File: config.mk
export PLATFORM = sky130hd
export DESIGN_NAME = coax_rx_flat
export DESIGN_NICKNAME = d
export VERILOG_FILES = /design/src/rtl/coax_rx_if.sv /design/src/rtl/coax_rx.sv /design/src/flat_wrapper.sv
export SDC_FILE = /design/constraint.sdc
export NUM_CORES = 1
export LEC_CHECK = 0
export ABC_AREA = 1
export CELL_PAD_IN_SITES_DETAIL_PLACEMENT = 1
export CELL_PAD_IN_SITES_GLOBAL_PLACEMENT = 1
export CORE_MARGIN = 3
export CORE_UTILIZATION = 35
export DETAILED_ROUTE_END_ITERATION = 12
export GPL_TIMING_DRIVEN = 0
export PLACE_DENSITY = 0.7
export SYNTH_ARGS = -nofsm -noshare
export SYNTH_HDL_FRONTEND = slang
export SYNTH_SLANG_ARGS = --single-unit
File: constraint.sdc
create_clock -name clk -period 2.4 [get_ports clk]
set_input_delay 0.36 -clock clk [delete_from_list [all_inputs] [get_ports clk]]
set_output_delay 0.36 -clock clk [all_outputs]
set_load 0.05 [all_outputs]
File: src/rtl/coax_rx_if.sv
// Line and decoded-word signals of the coax receiver.
// The slave side is the receiver; the master side drives the line and observes the outputs.
interface coax_rx_if;
    logic       rx;
    logic       active;
    logic [9:0] data;
    logic       data_strobe;
    logic       parity_error;
    logic       error;

    modport master (
        output rx,
        input  active, data, data_strobe, parity_error, error
    );

    modport slave (
        input  rx,
        output active, data, data_strobe, parity_error, error
    );
endinterface

File: src/rtl/coax_rx.sv
// Manchester-coded coax receiver. It synchronizes the line and classifies the
// spacing between edges, then decodes the quiesce, code-violation, sync, data and parity framing.
module coax_rx #(
    parameter int CLOCKS_PER_BIT = 8
) (
    input  logic     clk,
    input  logic     reset_n,
    coax_rx_if.slave bus
);
    // state     | meaning
    // IDLE      | line quiet, waiting for a rising edge
    // QUIESCE   | counting quiesce 1 bits
    // CV_LOW    | low phase of the code violation (or boundary between quiesce bits)
    // CV_HIGH   | high phase of the code violation
    // SYNC      | expecting a sync 1 bit (or, after a word, 1 = next word / 0 = end)
    // DATA      | shifting in 10 data bits, MSB first
    // PARITY    | expecting the parity bit
    // END       | waiting for the closing violation or line timeout

    localparam int T_SHORT = CLOCKS_PER_BIT / 4;
    localparam int T_LONG  = (3 * CLOCKS_PER_BIT) / 4;
    localparam int T_VIOL  = (5 * CLOCKS_PER_BIT) / 4;
    localparam int T_SAT   = 2 * CLOCKS_PER_BIT;
    localparam int CW      = $clog2(T_SAT + 1);
    localparam logic [2:0] QUIESCE_MIN = 3'd4;

    typedef enum logic [2:0] {
        S_IDLE, S_QUIESCE, S_CV_LOW, S_CV_HIGH, S_SYNC, S_DATA, S_PARITY, S_END
    } state_t;

    typedef enum logic [1:0] {C_INVALID, C_SHORT, C_LONG, C_VIOL} iclass_t;

    state_t        state;
    logic [2:0]    sync_q;
    logic          edge_det;
    logic          rise;
    logic          timeout;
    logic [CW-1:0] interval;
    iclass_t       cls;
    logic          half;
    logic          bit_ok;
    logic          dec_err;
    logic [2:0]    qcnt;
    logic [3:0]    bit_idx;
    logic [9:0]    shreg;
    logic          word_seen;
    logic          active_q;
    logic          strobe_q;
    logic          perr_q;
    logic          error_q;
    logic [9:0]    data_q;

    always_ff @(posedge clk or negedge reset_n) begin
        if (!reset_n) sync_q <= '0;
        else          sync_q <= {sync_q[1:0], bus.rx};
    end

    assign edge_det = sync_q[1] ^ sync_q[2];
    assign rise     = sync_q[1];

    // Interval equals clocks between edges when sampled on the edge cycle.
    always_ff @(posedge clk or negedge reset_n) begin
        if (!reset_n)                        interval <= '0;
        else if (edge_det)                   interval <= CW'(1);
        else if (interval != CW'(T_SAT))     interval <= interval + CW'(1);
    end

    assign timeout = !edge_det && (interval == CW'(T_SAT - 1));

    always_comb begin
        cls = C_VIOL;
        if (interval < CW'(T_SHORT))      cls = C_INVALID;
        else if (interval < CW'(T_LONG))  cls = C_SHORT;
        else if (interval < CW'(T_VIOL))  cls = C_LONG;
    end

    // half = last edge was a bit boundary; a data bit lands on every mid-bit edge.
    always_comb begin
        bit_ok  = 1'b0;
        dec_err = 1'b0;
        if (timeout) begin
            dec_err = 1'b1;
        end else if (edge_det) begin
            if (half) begin
                if (cls == C_SHORT) bit_ok = 1'b1;
                else                dec_err = 1'b1;
            end else begin
                if (cls == C_LONG)        bit_ok = 1'b1;
                else if (cls != C_SHORT)  dec_err = 1'b1;
            end
        end
    end

    always_ff @(posedge clk or negedge reset_n) begin
        if (!reset_n) begin
            state     <= S_IDLE;
            half      <= 1'b0;
            qcnt      <= '0;
            bit_idx   <= '0;
            shreg     <= '0;
            word_seen <= 1'b0;
            active_q  <= 1'b0;
            strobe_q  <= 1'b0;
            perr_q    <= 1'b0;
            error_q   <= 1'b0;
            data_q    <= '0;
        end else begin
            strobe_q <= 1'b0;
            perr_q   <= 1'b0;
            error_q  <= 1'b0;
            if (error_q) active_q <= 1'b0;
            if (edge_det) half <= !half && (cls == C_SHORT);

            case (state)
                S_IDLE: begin
                    if (edge_det && rise) begin
                        state <= S_QUIESCE;
                        qcnt  <= '0;
                        half  <= 1'b0;
                    end
                end
                S_QUIESCE: begin
                    if (timeout) begin
                        state <= S_IDLE;
                    end else if (edge_det) begin
                        if (cls != C_SHORT) begin
                            state <= S_IDLE;
                        end else if (rise) begin
                            if (qcnt != 3'd7) qcnt <= qcnt + 3'd1;
                        end else if (qcnt >= QUIESCE_MIN) begin
                            state <= S_CV_LOW;
                        end
                    end
                end
                S_CV_LOW: begin
                    if (timeout) begin
                        state <= S_IDLE;
                    end else if (edge_det) begin
                        if (cls == C_VIOL) begin
                            state <= S_CV_HIGH;
                        end else if (cls == C_SHORT) begin
                            state <= S_QUIESCE;
                            if (qcnt != 3'd7) qcnt <= qcnt + 3'd1;
                        end else begin
                            state <= S_IDLE;
                        end
                    end
                end
                S_CV_HIGH: begin
                    if (timeout) begin
                        state <= S_IDLE;
                    end else if (edge_det) begin
                        if (cls == C_VIOL && !rise) begin
                            state     <= S_SYNC;
                            active_q  <= 1'b1;
                            half      <= 1'b1;
                            word_seen <= 1'b0;
                        end else begin
                            state <= S_IDLE;
                        end
                    end
                end
                S_SYNC: begin
                    if (dec_err) begin
                        error_q <= 1'b1;
                        state   <= S_IDLE;
                    end else if (bit_ok) begin
                        if (rise) begin
                            state   <= S_DATA;
                            bit_idx <= '0;
                        end else if (word_seen) begin
                            state <= S_END;
                        end else begin
                            error_q <= 1'b1;
                            state   <= S_IDLE;
                        end
                    end
                end
                S_DATA: begin
                    if (dec_err) begin
                        error_q <= 1'b1;
                        state   <= S_IDLE;
                    end else if (bit_ok) begin
                        shreg <= {shreg[8:0], rise};
                        if (bit_idx == 4'd9) state <= S_PARITY;
                        else                 bit_idx <= bit_idx + 4'd1;
                    end
                end
                S_PARITY: begin
                    if (dec_err) begin
                        error_q <= 1'b1;
                        state   <= S_IDLE;
                    end else if (bit_ok) begin
                        data_q    <= shreg;
                        strobe_q  <= 1'b1;
                        perr_q    <= rise ^ (^shreg);
                        word_seen <= 1'b1;
                        state     <= S_SYNC;
                    end
                end
                S_END: begin
                    if (timeout) begin
                        state    <= S_IDLE;
                        active_q <= 1'b0;
                    end else if (edge_det) begin
                        if (cls == C_VIOL) begin
                            state    <= S_IDLE;
                            active_q <= 1'b0;
                        end else begin
                            error_q <= 1'b1;
                            state   <= S_IDLE;
                        end
                    end
                end
                default: state <= S_IDLE;
            endcase
        end
    end

    assign bus.active       = active_q;
    assign bus.data         = data_q;
    assign bus.data_strobe  = strobe_q;
    assign bus.parity_error = perr_q;
    assign bus.error        = error_q;
endmodule

File: src/flat_wrapper.sv
// flat-port wrapper written by rule: the top's interface ports become plain ports
module coax_rx_flat 
#(
    parameter int CLOCKS_PER_BIT = 8
)
  (clk, reset_n, bus_rx, bus_active, bus_data, bus_data_strobe, bus_parity_error, bus_error);
  coax_rx_if bus_i ();
  input  logic clk;
  input  logic reset_n;
  input wire logic [$bits(bus_i.rx)-1:0] bus_rx;
  output wire logic [$bits(bus_i.active)-1:0] bus_active;
  output wire logic [$bits(bus_i.data)-1:0] bus_data;
  output wire logic [$bits(bus_i.data_strobe)-1:0] bus_data_strobe;
  output wire logic [$bits(bus_i.parity_error)-1:0] bus_parity_error;
  output wire logic [$bits(bus_i.error)-1:0] bus_error;
  assign bus_i.rx = bus_rx;
  assign bus_active = bus_i.active;
  assign bus_data = bus_i.data;
  assign bus_data_strobe = bus_i.data_strobe;
  assign bus_parity_error = bus_i.parity_error;
  assign bus_error = bus_i.error;
  coax_rx #(.CLOCKS_PER_BIT(CLOCKS_PER_BIT)) u_core (.clk(clk), .reset_n(reset_n), .bus(bus_i));
endmodule
==> results.md <==
* Total global routing overflow at 0
* Vias in the first global route at approximately 2.2k
* CP max-delay cell: dfrtp_1
* Remaining antenna violation count at 0
* RSZ-0062 raised after global routing: no
* Post-Route WL at between 5000 and 6000 um
* Status: finished, final reports clean
* Gr usage total at 15.3%
* Ranking of synthesized cells by area: dfrtp_1, nand2_1, inv_1
* Worst-Margin Slew at approximately 0.50 ns
* Post-cts sizing count at 0
* Cell area after synthesis at roughly 2500 um^2
* DR vias at 2168
* CP Buf/Inv Count at 4
* Row Count at 30
* Cell taking the most area after synthesis: dfrtp_1
* Post-synth cell types at 27
* Diodes inserted at 0
* Core region area at around 6900 um^2
* Root buf cell: clkbuf_8
* Fillers at 895
* Final Util at a little over two fifths
* CP Capture Type: register
* Most frequent cells in the layout: nand2_1, dfrtp_1, inv_1
* Post-synthesis sequential area ratio at a little over two fifths
* Fin Clk Skew at ~0.010 ns
* Mapped Avg Cell Area at approximately 7.6 um^2
* Worst Setup Path Type: reg2reg
* Initial antenna violation count at 0
* Setup TNS at 0 ns
* Max-cap violations at 0
* Critical path data required time at 2.61 ns
* Die area at 8330 um^2
* Clock Sink Count at 44
* Peak supply drop at between 0.2 and 0.3 mV
* TritonCTS clock tree: built
* CP Cell Sequence: nand2_1, inv_1, nand2_1, nand2_1, inv_1, ha_1, inv_1, nand2_1, nand2_1, nor2_4, nand2_1, buf_4, nand2_1, o21ai_1
* Leak pwr at 0.00148 uW
* Seq cells post-synth at 44
* Worst Path Arrival at between 2 and 2.5 ns
* Synth top area share at roughly 43%
* H-tree levels at 2
* Cells after synthesis at about 340
* PD cells at 711 nW/um^2
* # nets final at between 300 and 400
* Slew headroom at 66.7%
* # IOs at 17
* CTS Buf Count at 5
* Most common cell after layout, fill and taps aside: nand2_1
* DRC Markers at 0
* CP max stage delay at approximately 0.43 ns
* Initial Util at a little under two fifths
* Worst min-delay path category: reg2reg
* Final count of negative-setup-slack endpoints at 0
* Layout cell share with drive strength beyond 1 at ~10%
* Worst Setup Start Kind: register
* Clk_lat worst skew at 0.31 ns
* Syn nets at 350
* First-pass GRT wire length at between 10000 and 15000 um
* Crit Path Max Fanout at 10
* YS warnings at 0
* GPL Wtd Cong at between 0.8 and 0.9
* Top delay family on crit path: simple AND/OR/NAND/NOR gates
* Final-report hold violation count at 0
* PortBufs at 16
* Most frequent CP cell: nand2_1
* Initial drt markers at 68
* Final period utilization at 86.6%
* Number of vias per cell at around 4.7
* Die H at a little over 90 um
* Achievable Freq at 481 MHz
* Min Tclk post-route at just over 2 ns
* Max clock buf depth at 2
* Register clock-pin slew on the reported worst setup and hold paths at roughly 0.1 ns
* Synthesis-to-finish area growth at 16.5%
* Largest net degree at the start of global routing at 29
* Die X-Extent at roughly 91 um
* Drt first pass iters at 4
* Slew Limit Fails at 0
* Final HPWL DP at between 4000 and 5000 um
* DR WL/cell at about 13 um
-- flip-flops by register name, summed over array words and instances, names as in the netlist, 3 cells and up --
register,flops
u_core.sync_q,3
u_core.shreg,10
u_core.qcnt,3
u_core.bus.data,10
u_core.state,3
u_core.interval,5
u_core.bit_idx,4
-- layer usage --
layer | vias to the layer above | track usage, % | part of all wire [%]
li1 | 1103 | - | -
met1 | 1035 | 20.2 | 49
met2 | 23 | 25.4 | 47
met3 | 7 | 3.31 | 2.6
met4 | 0 | 4.15 | 1.3
met5 | - | 0 | 0
-- area by class of cell --
type,count,area [um^2],area share [%]
Multi-Input combinational cell,240,1200,40.5
Sequential cell,44,1100,37.1
Timing Repair Buffer,18,185,6.24
Inverter,44,173,5.82
Tap cell,96,120,4.05
Buffer,7,71.3,2.40
Clock buffer,5,68.8,2.32
Clock inverter,3,46.3,1.56
-- cell families (layout without fill, tap and decap cells) --
logic type / after synthesis / after routing / share of synthesized area [%]
buf+inv: 51 / 77 / 9.58
simple gates: 182 / 182 / 30.0
xor+xnor: 4 / 4 / 1.38
compound gates: 42 / 42 / 9.88
flops: 44 / 44 / 43.2
fa+ha+maj: 12 / 12 / 5.90
-- worst reg2reg max path: cells and delay by family, from the launching register on --
| kind | cells | cell delay (ns) |
|---|---|---|
| simple gates | 8 | 0.80 |
| buf+inv | 4 | 0.46 |
| flops | 1 | 0.43 |
| fa+ha+maj | 1 | 0.22 |
| compound gates | 1 | 0.07 |
-- synth_stat cells --
cell type  count
nand2_2        3
nand2_1      118
inv_4          1
a31oi_1        1
ha_1          12
xnor2_1        2
buf_6          5
o221ai_1       1
nor2_2         1
o21ai_0       12
inv_2          1
nand3_1       21
o22ai_1        2
o21ai_2        9
nand4_1        3
xor2_1         2
nor3_1         5
nor2_1        27
buf_4          2
nor3_4         1
nand3b_1       1
a21oi_1        6
nor2_4         2
inv_6          1
dfrtp_1       44
o21ai_1       11
inv_1         41
-- power breakdown --
part	total, uW	internal [uW]	switching [uW]
sequential	855	799	56.3
combinational	650	209	440
clock	605	314	291
total	2110	1320	787
-- path summary, 6_finish.rpt --
check	from	end	slack [ns]	cells past startpoint
min	u_core.sync_q[0]	u_core.sync_q[1]	0.35	0
max reg2reg	u_core.interval[2]	u_core.shreg[9]	0.32	14
min reg2reg	u_core.sync_q[0]	u_core.sync_q[1]	0.35	0
min in group asynchronous	reset_n	u_core.interval[3]	0.52	2
max	u_core.interval[2]	u_core.shreg[9]	0.32	14
max in group asynchronous	reset_n	u_core.shreg[2]	1.38	3
-- per-stage QoR --
step,instance area (um^2),hold slack [ns],std cells,power (uW),setup slack [ns]
after floorplan,2550,0.0644,335,1350,0.653
after global placement,2830,0.335,447,1510,-0.339
after detailed placement,2840,0.330,448,1520,0.319
after CTS,2970,0.359,457,2140,0.302
after global routing,2970,0.382,457,2290,0.0892
final,2970,0.352,457,2110,0.321
-- timing repair --
| action | CTS | global route |
|---|---|---|
| setup buffers | 0 | 0 |
| endpoints found under the hold margin | 16 | 0 |
| hold buffers | 1 | 0 |
No activity file was read; power rests on OpenSTA's default activity.
